File: src/rtl/hv_pkg.sv
// Shared types and sizing helpers for the hypervector bit collector.
package hv_pkg;

  localparam int HV_DIM_DEFAULT = 64;

  function automatic int cnt_w(input int dim);
    return $clog2(dim + 1);
  endfunction

  typedef enum logic {COLLECT, COMPLETE} hvc_state_t;

endpackage

File: src/rtl/hv_bit_collector.sv
// Deserialises the neuron's bit stream into an HV_DIM frame while serially
// accumulating popcount, Hamming distance to ref_hv and fire count.
module hv_bit_collector
  import hv_pkg::*;
#(
  parameter int HV_DIM = HV_DIM_DEFAULT,
  parameter int CNT_W  = cnt_w(HV_DIM)
) (
  input  logic              clk,
  input  logic              rst_n,
  input  logic              frame_start,
  input  logic              bit_valid,
  input  logic              bit_in,
  input  logic              fire_in,
  input  logic [HV_DIM-1:0] ref_hv,
  output logic              in_ready,
  output logic              out_valid,
  input  logic              out_ready,
  output logic [HV_DIM-1:0] hv_out,
  output logic [CNT_W-1:0]  popcount,
  output logic [CNT_W-1:0]  hamming,
  output logic [CNT_W-1:0]  fire_count,
  output logic [7:0]        abort_cnt,
  output logic              drop_err
);

  localparam int              IDX_W = (HV_DIM > 1) ? $clog2(HV_DIM) : 1;
  localparam logic [IDX_W-1:0] LAST = IDX_W'(HV_DIM - 1);

  hvc_state_t         r_state;
  logic [IDX_W-1:0]   r_idx;
  logic [HV_DIM-1:0]  r_sh_hv;
  logic [CNT_W-1:0]   r_sh_pop, r_sh_ham, r_sh_fire;

  logic [IDX_W-1:0]   w_idx;
  logic [HV_DIM-1:0]  w_hv;
  logic [CNT_W-1:0]   w_pop, w_ham, w_fire;
  logic               w_last;

  assign in_ready = (r_state == COLLECT);

  // Next shadow contents for a COLLECT cycle: frame_start rewinds first, so a
  // bit accepted in the same cycle lands at bit 0 of the fresh frame.
  always_comb begin
    w_idx  = r_idx;
    w_hv   = r_sh_hv;
    w_pop  = r_sh_pop;
    w_ham  = r_sh_ham;
    w_fire = r_sh_fire;
    if (frame_start) begin
      w_idx = '0;
      if (r_idx != '0) begin
        w_hv   = '0;
        w_pop  = '0;
        w_ham  = '0;
        w_fire = '0;
      end
    end
    if (bit_valid) begin
      w_hv[w_idx] = bit_in;
      w_pop  = w_pop  + CNT_W'(bit_in);
      w_ham  = w_ham  + CNT_W'(bit_in ^ ref_hv[w_idx]);
      w_fire = w_fire + CNT_W'(fire_in);
    end
    w_last = bit_valid && (w_idx == LAST);
  end

  always_ff @(posedge clk or negedge rst_n) begin
    if (!rst_n) begin
      r_state    <= COLLECT;
      r_idx      <= '0;
      r_sh_hv    <= '0;
      r_sh_pop   <= '0;
      r_sh_ham   <= '0;
      r_sh_fire  <= '0;
      out_valid  <= 1'b0;
      hv_out     <= '0;
      popcount   <= '0;
      hamming    <= '0;
      fire_count <= '0;
      abort_cnt  <= '0;
      drop_err   <= 1'b0;
    end else begin
      if (out_valid && out_ready) out_valid <= 1'b0;
      if (bit_valid && !in_ready) drop_err <= 1'b1;
      case (r_state)
        COLLECT: begin
          if (frame_start && r_idx != '0 && abort_cnt != 8'hFF)
            abort_cnt <= abort_cnt + 8'd1;
          r_sh_hv   <= w_hv;
          r_sh_pop  <= w_pop;
          r_sh_ham  <= w_ham;
          r_sh_fire <= w_fire;
          r_idx     <= bit_valid ? w_idx + IDX_W'(1) : w_idx;
          if (w_last) r_state <= COMPLETE;
        end
        COMPLETE: begin
          // Refill may coincide with the consumer's handshake on the old frame.
          if (!out_valid || out_ready) begin
            out_valid  <= 1'b1;
            hv_out     <= r_sh_hv;
            popcount   <= r_sh_pop;
            hamming    <= r_sh_ham;
            fire_count <= r_sh_fire;
            r_sh_hv    <= '0;
            r_sh_pop   <= '0;
            r_sh_ham   <= '0;
            r_sh_fire  <= '0;
            r_idx      <= '0;
            r_state    <= COLLECT;
          end
        end
        default: r_state <= COLLECT;
      endcase
    end
  end

endmodule

File: config.mk
export PLATFORM = sky130hd
export DESIGN_NAME = hv_bit_collector
export DESIGN_NICKNAME = d
export VERILOG_FILES = /design/src/rtl/hv_pkg.sv /design/src/rtl/hv_bit_collector.sv
export SDC_FILE = /design/constraint.sdc
export NUM_CORES = 1
export LEC_CHECK = 0
export ABC_AREA = 1
export BUFFER_PORTS_ARGS = -buffer_cell sky130_fd_sc_hd__buf_2
export CORE_MARGIN = 8
export CORE_UTILIZATION = 54
export DETAILED_ROUTE_END_ITERATION = 6
export PLACE_DENSITY = 0.83
export SETUP_SLACK_MARGIN = 0.02
export SLEW_MARGIN = 20
export SYNTH_ARGS = -nofsm -noshare
export SYNTH_HDL_FRONTEND = slang
export SYNTH_SLANG_ARGS = --single-unit
File: constraint.sdc
create_clock -name clk -period 2.7 [get_ports clk]
set_input_delay 0.135 -clock clk [delete_from_list [all_inputs] [get_ports clk]]
set_output_delay 0.135 -clock clk [all_outputs]
set_load 0.05 [all_outputs]
== Word level (Yosys, flattened, before mapping) ==
Index checks and enable logic that the tools add are counted.
Widths: inputs -> output; s select.
Word-level totals
  bits of input ports: 71
  output and inout port bits: 96
  logic and storage cells: 69
  register bits after elaboration: 187
Cells by class
  bitwise logic cells: 2
  multiplexer cells: 33
  $lt $le $gt $ge: 2
  reduce and logical (&&, ||, !) cells: 11
  $add $sub $neg: 5
  equal/unequal tests: 3
Operators with widths (count)
  $mux 64: 4
  $pmux 64 s2: 1
  $mux 7: 10
  $bwmux 64: 1
  $pmux 7 s2: 3
  $add 7x1->7: 3
  $mux 6: 3
  $pmux 6 s2: 1
  $add 8x1->8 const B: 1
  $ne 8x8->1 const B: 1
  $lt 6x7->1 const B: 1
  $mux 1: 7
  $add 6x1->6 const B: 1
  $bmux 1 s6: 1
  $demux 1 s6: 1
  $eq 6x6->1 const B: 1
  $ge 6x1->1 const B: 1
  $logic_and 1x1->1: 6
  $reduce_bool 6->1: 1
  $reduce_and 2->1: 2
  $ne 2x1->1 const B: 1
  $pmux 1 s2: 1
  $logic_not 1->1: 1
  $logic_or 1x1->1: 1
  2 further kinds: 2

== Longest topological paths before layout ==
  word-level depth: 8
  gate-level depth with buffers: 24
  depth with buffers taken out: 23

== Worst setup path after synthesis ==
OpenSTA, ideal clock, no wires.
  kind: register to register
  start: register r_idx[0]
  end: register r_sh_ham[6]
  data required time: 2578 ps
  clock period less this slack: 2481 ps
  setup time: 122 ps
  buffers on the path: 2
  data arrival time: 2359 ps
  setup slack: 219 ps
  cell stages (with the launch flop): 24
  cells stage by stage: dfrtp_1 -> buf_2 -> inv_1 -> nor2_1 -> buf_2 -> nand2_1 -> nand3_1 -> o21ai_0 -> inv_1 -> nand2_1 -> nand3_1 -> nand3_1 -> nand2_1 -> nand2_1 -> nand2_1 -> ha_1 -> ha_1 -> nand2_1 -> inv_1 -> nand3_1 -> nor3_2 -> nand3_1 -> nand3_1 -> nand2_1
Between the ends
  longest elaborated chain between the ends: 7
  elaborated cells between the ends (all ways): 10
  those cells by class: 1 x add/sub; 7 x mux; 1 x bitwise; 1 x reduce/logical
RTL lines
  from (decl): line hv_bit_collector.sv:31  | logic [IDX_W-1:0] r_idx;
  from (signal assigned): line hv_bit_collector.sv:94  | r_idx <= bit_valid ? w_idx + IDX_W'(1) : w_idx;
  $mux 6: line hv_bit_collector.sv:50  | if (frame_start) begin
  $bmux 1 s6: line hv_bit_collector.sv:62  | w_ham = w_ham + CNT_W'(bit_in ^ ref_hv[w_idx]);
  $mux 1 (not written as such): line hv_bit_collector.sv:62
  $xor 1x1->1: line hv_bit_collector.sv:62
  $add 7x1->7: line hv_bit_collector.sv:62
  $mux 7 (*): line hv_bit_collector.sv:59  | if (bit_valid) begin
  $pmux 7 s2 (*): line hv_bit_collector.sv:86  | case (r_state)
  to (signal assigned): line hv_bit_collector.sv:92  | r_sh_ham <= w_ham;
  to (decl): line hv_bit_collector.sv:33  | logic [CNT_W-1:0] r_sh_pop, r_sh_ham, r_sh_fire;
Every way passes the cells marked *; elsewhere a longest branch is shown, timed or not. The select of a mux whose other input is x is not followed.
A chain may end at the register's enable or synchronous reset.

== Final worst setup path ==
  start: register r_idx[1]
  end: register r_sh_ham[6]
Same word-level chain as after synthesis.

==> impl_metrics.yaml <==
yosys:
  synth_mux_area_share_pct: 0.354
  synth_fa_ha_area_share_pct: 1.18
  synth_top_family_by_area: "compound AO/OA/AOI/OAI gates"
  postSynthNetCount: 1221
  synth_area_leader_cell: "dfrtp_1"
  ys_seq_area_share_pct: 49.0
  synth-main-ff-cell: "dfrtp_1"
  syn-instance-count: 1141
  ys_async_sr_fraction_pct: 100
  synthSimpleGateAreaFrac_pct: 19.3
  synth_compound_area_share_pct: 20.3
  synth-seq-cells: 187
  syn_avg_cell_area_sq_um: 8.37
  synthXorXnorAreaFrac_pct: 0.642
  synth_top_area_share_pct: 49.0
  synth_cell_types: 40
  yosysWarnings: 0
  synth_area_sq_um: 9550
  synthTopCellsByArea: "dfrtp_1 49%, o21ai_0 9.2%, nand2_1 8.4%"
  synth-edff-count: 0
sta:
  maxSlewHeadroom_pct: 41.0
  rsz0062_at_grt: "yes"
  skew_ns: 0.00718
  finalSetupTns_ns: 0
  maxSlewViolCount: 0
  fin_crit_sh_pct: 99.3
  worstMarginPinSlew_ns: 0.886
  max_freq_mhz: 373
  layout_min_cycle_time_ns: 2.68
  final_hold_viol_count: 0
  setup_viol: 0
drt:
  dr.pass1.iters: 6
  totalWireLength_mm: 26.7
  first_iter_violations: 1142
  vias: 9065
  wl_per_cell_um: 17.4
  routed_via_density: 5.92
  ant_nets: 0
  drc_errors: 0
placement:
  routabilityCongestion: 0.885
  hpwl_mm: 17.5
  place_inst: 1484
  numPortBuffers: 166
critical_path:
  critPathMaxFanout: 5
  cp.required_ns: 3.08
  worstSetupStartpointType: "flip-flop"
  end_kind: "flip-flop"
  path_class: "flip-flop to flip-flop"
  critPathLaunch: "r_idx[1]$_DFFE_PN0P_"
  crit_arrival_ns: 3.06
  r2r-start: "r_idx[1]$_DFFE_PN0P_"
cts:
  clock-sinks: 187
  clock_latency_ns: 0.44
  cts_tree: "built"
  cts_max_path_buffers: 2
  cts_root_buf: "clkbuf_16"
  cts_buffers: 17
  htree_levels: 4
  clkSlewWorstSetupHoldPaths_ns: 0.07
min_path:
  min_from: "out_ready"
  hold_class: "input pin to flip-flop"
floorplanning:
  die_w_um: 149
  io_pins: 167
  start_util_pct: 55.2
  design.die.area_sq_um: 22200
  core_area_sq_um: 17300
  fp-row-count: 48
  fp.dieH_um: 149
grt:
  grt_pass1_vias: 8381
  grt_max_degree: 79
  grt_pass1_wl_mm: 42.6
  antenna_found_initial: 0
  grt_usage_pct: 23.5
  grt.overflow.total: 0
power:
  p_leak_nw: 5.48
  ir_worst_vdd_mv: 0.492
  power_density_nw_per_um2: 563
layout:
  layout_commonest_cell: "nand2_1"
  fin_nets: 1373
  stdcell_count: 1531
  multi_input_area_sq_um: 4150
  seq_area_sq_um: 4680
  syn_to_final_growth_pct: 20.4
  fillers: 1389
  drive_gt1_share_pct: 24.4
  layout_common_cells: "211 x nand2_1, 185 x dfrtp_1, 174 x o21ai_0"
  antennaDiodeCount: 0
run_status:
  status: "complete, no violations"
run:
  maxCapViolCount: 0
==> cells by family (layout without fill, tap and decap cells) <==
logic type	after synthesis	count (layout)
flops	187	187
xor+xnor	7	7
simple gates	393	393
compound gates	324	324
buf+inv	218	383
mux	3	3
fa+ha+maj	9	9
==> power by group <==
part | total, mW | switching (mW) | internal, mW | leakage (nW)
combinational | 0.921 | 0.634 | 0.287 | 2.61
clock | 2.58 | 1.18 | 1.40 | 0.292
sequential | 2.97 | 0.0835 | 2.88 | 2.58
==> final cells by class <==
cell class	instances	share of cell area, %
multi-input combinational	736	36.1
sequential	187	40.7
inverter	136	4.48
clock buffer	17	3.70
tap	225	2.45
clock inverter	15	1.61
timing repair buffer	215	10.9
==> stage by stage <==
step | worst slack (ns) | utilization [%] | total power [mW] | area, sq um | hold slack [ns]
3_5_place_dp | 0.00544 | 61.2 | 3.87 | 10600 | 0.181
5_1_grt | -0.120 | 66.5 | 6.70 | 11500 | 0.153
2_1_floorplan | 0.219 | - | 3.58 | 9550 | -0.161
6_report | 0.0177 | 66.5 | 6.47 | 11500 | 0.103
3_3_place_gp | 0.119 | 61.2 | 3.85 | 10600 | 0.184
4_1_cts | 0.0312 | 64.8 | 6.42 | 11200 | 0.0778
==> worst max-delay path: stages (launching register included) <==
cell and delay [ns]:
dfrtp_2 0.50, buf_6 0.14, nor2_4 0.04, buf_12 0.13, nand3b_1 0.07, nand3_1 0.09, nor2_1 0.15, nand2_1 0.08
nand3_1 0.08, nand3_2 0.08, nand2_1 0.08, nand2_1 0.07, nand2_2 0.10, ha_4 0.14, ha_4 0.12, nand2_2 0.05
inv_2 0.09, nand3_4 0.10, nor3_4 0.21, nand2_1 0.09, nand2_1 0.07, nand3_1 0.06, nand2_1 0.10
==> what timing repair did <==
item / in CTS / in global routing
hold buffers: 1 / 0
gates resized for setup: 1 / 43
cloned: 0 / 3
endpoints found under the hold margin: 69 / 0
pin swaps: 0 / 17
setup endpoints to repair: 1 / 9
setup buffers: 0 / 11
==> routing by layer <==
metal  vias to the layer above  GRT usage (%)  part of all wire [%]
met5                         -              0                     0
met4                         0           7.62                   2.2
met3                        62           4.19                   8.5
met2                       444           37.1                    48
met1                      4350           32.3                    41
li1                       4209              -                     -
==> cell usage after synthesis (4+ instances only) <==
cell type,instances
buf_1,4
nor2_4,7
clkbuf_1,46
nand2_2,8
nand4_1,11
o21ai_1,9
ha_1,9
o211ai_1,5
nor3_1,4
nor2_1,48
nand3_1,74
xor2_1,4
o21ai_0,175
nand3b_1,10
nand2_1,214
dfrtp_1,187
o22ai_1,77
nor2_2,5
inv_1,127
o311ai_1,48
buf_2,25
inv_2,7
buf_4,6
==> sequential cells by signal (all words and copies together) (netlist names), 6 cells and up <==
register,count
hamming,7
abort_cnt,8
r_sh_fire,7
popcount,7
r_idx,6
fire_count,7
r_sh_hv,64
r_sh_pop,7
hv_out,64
r_sh_ham,7
==> final timing paths <==
kind	cells after the start	slack, ns	endpoint
setup / recovery	22	0.02	r_sh_ham[6]$_DFFE_PN0P_
hold / removal	4	0.10	out_valid$_DFF_PN0_
setup reg to reg	22	0.02	r_sh_ham[6]$_DFFE_PN0P_
hold reg to reg	2	0.48	hv_out[14]$_DFFE_PN0P_
max in group asynchronous	3	1.63	r_sh_hv[30]$_DFFE_PN0P_
min in group asynchronous	2	0.25	abort_cnt[4]$_DFFE_PN0P_
No activity file was read; power rests on OpenSTA's default activity.
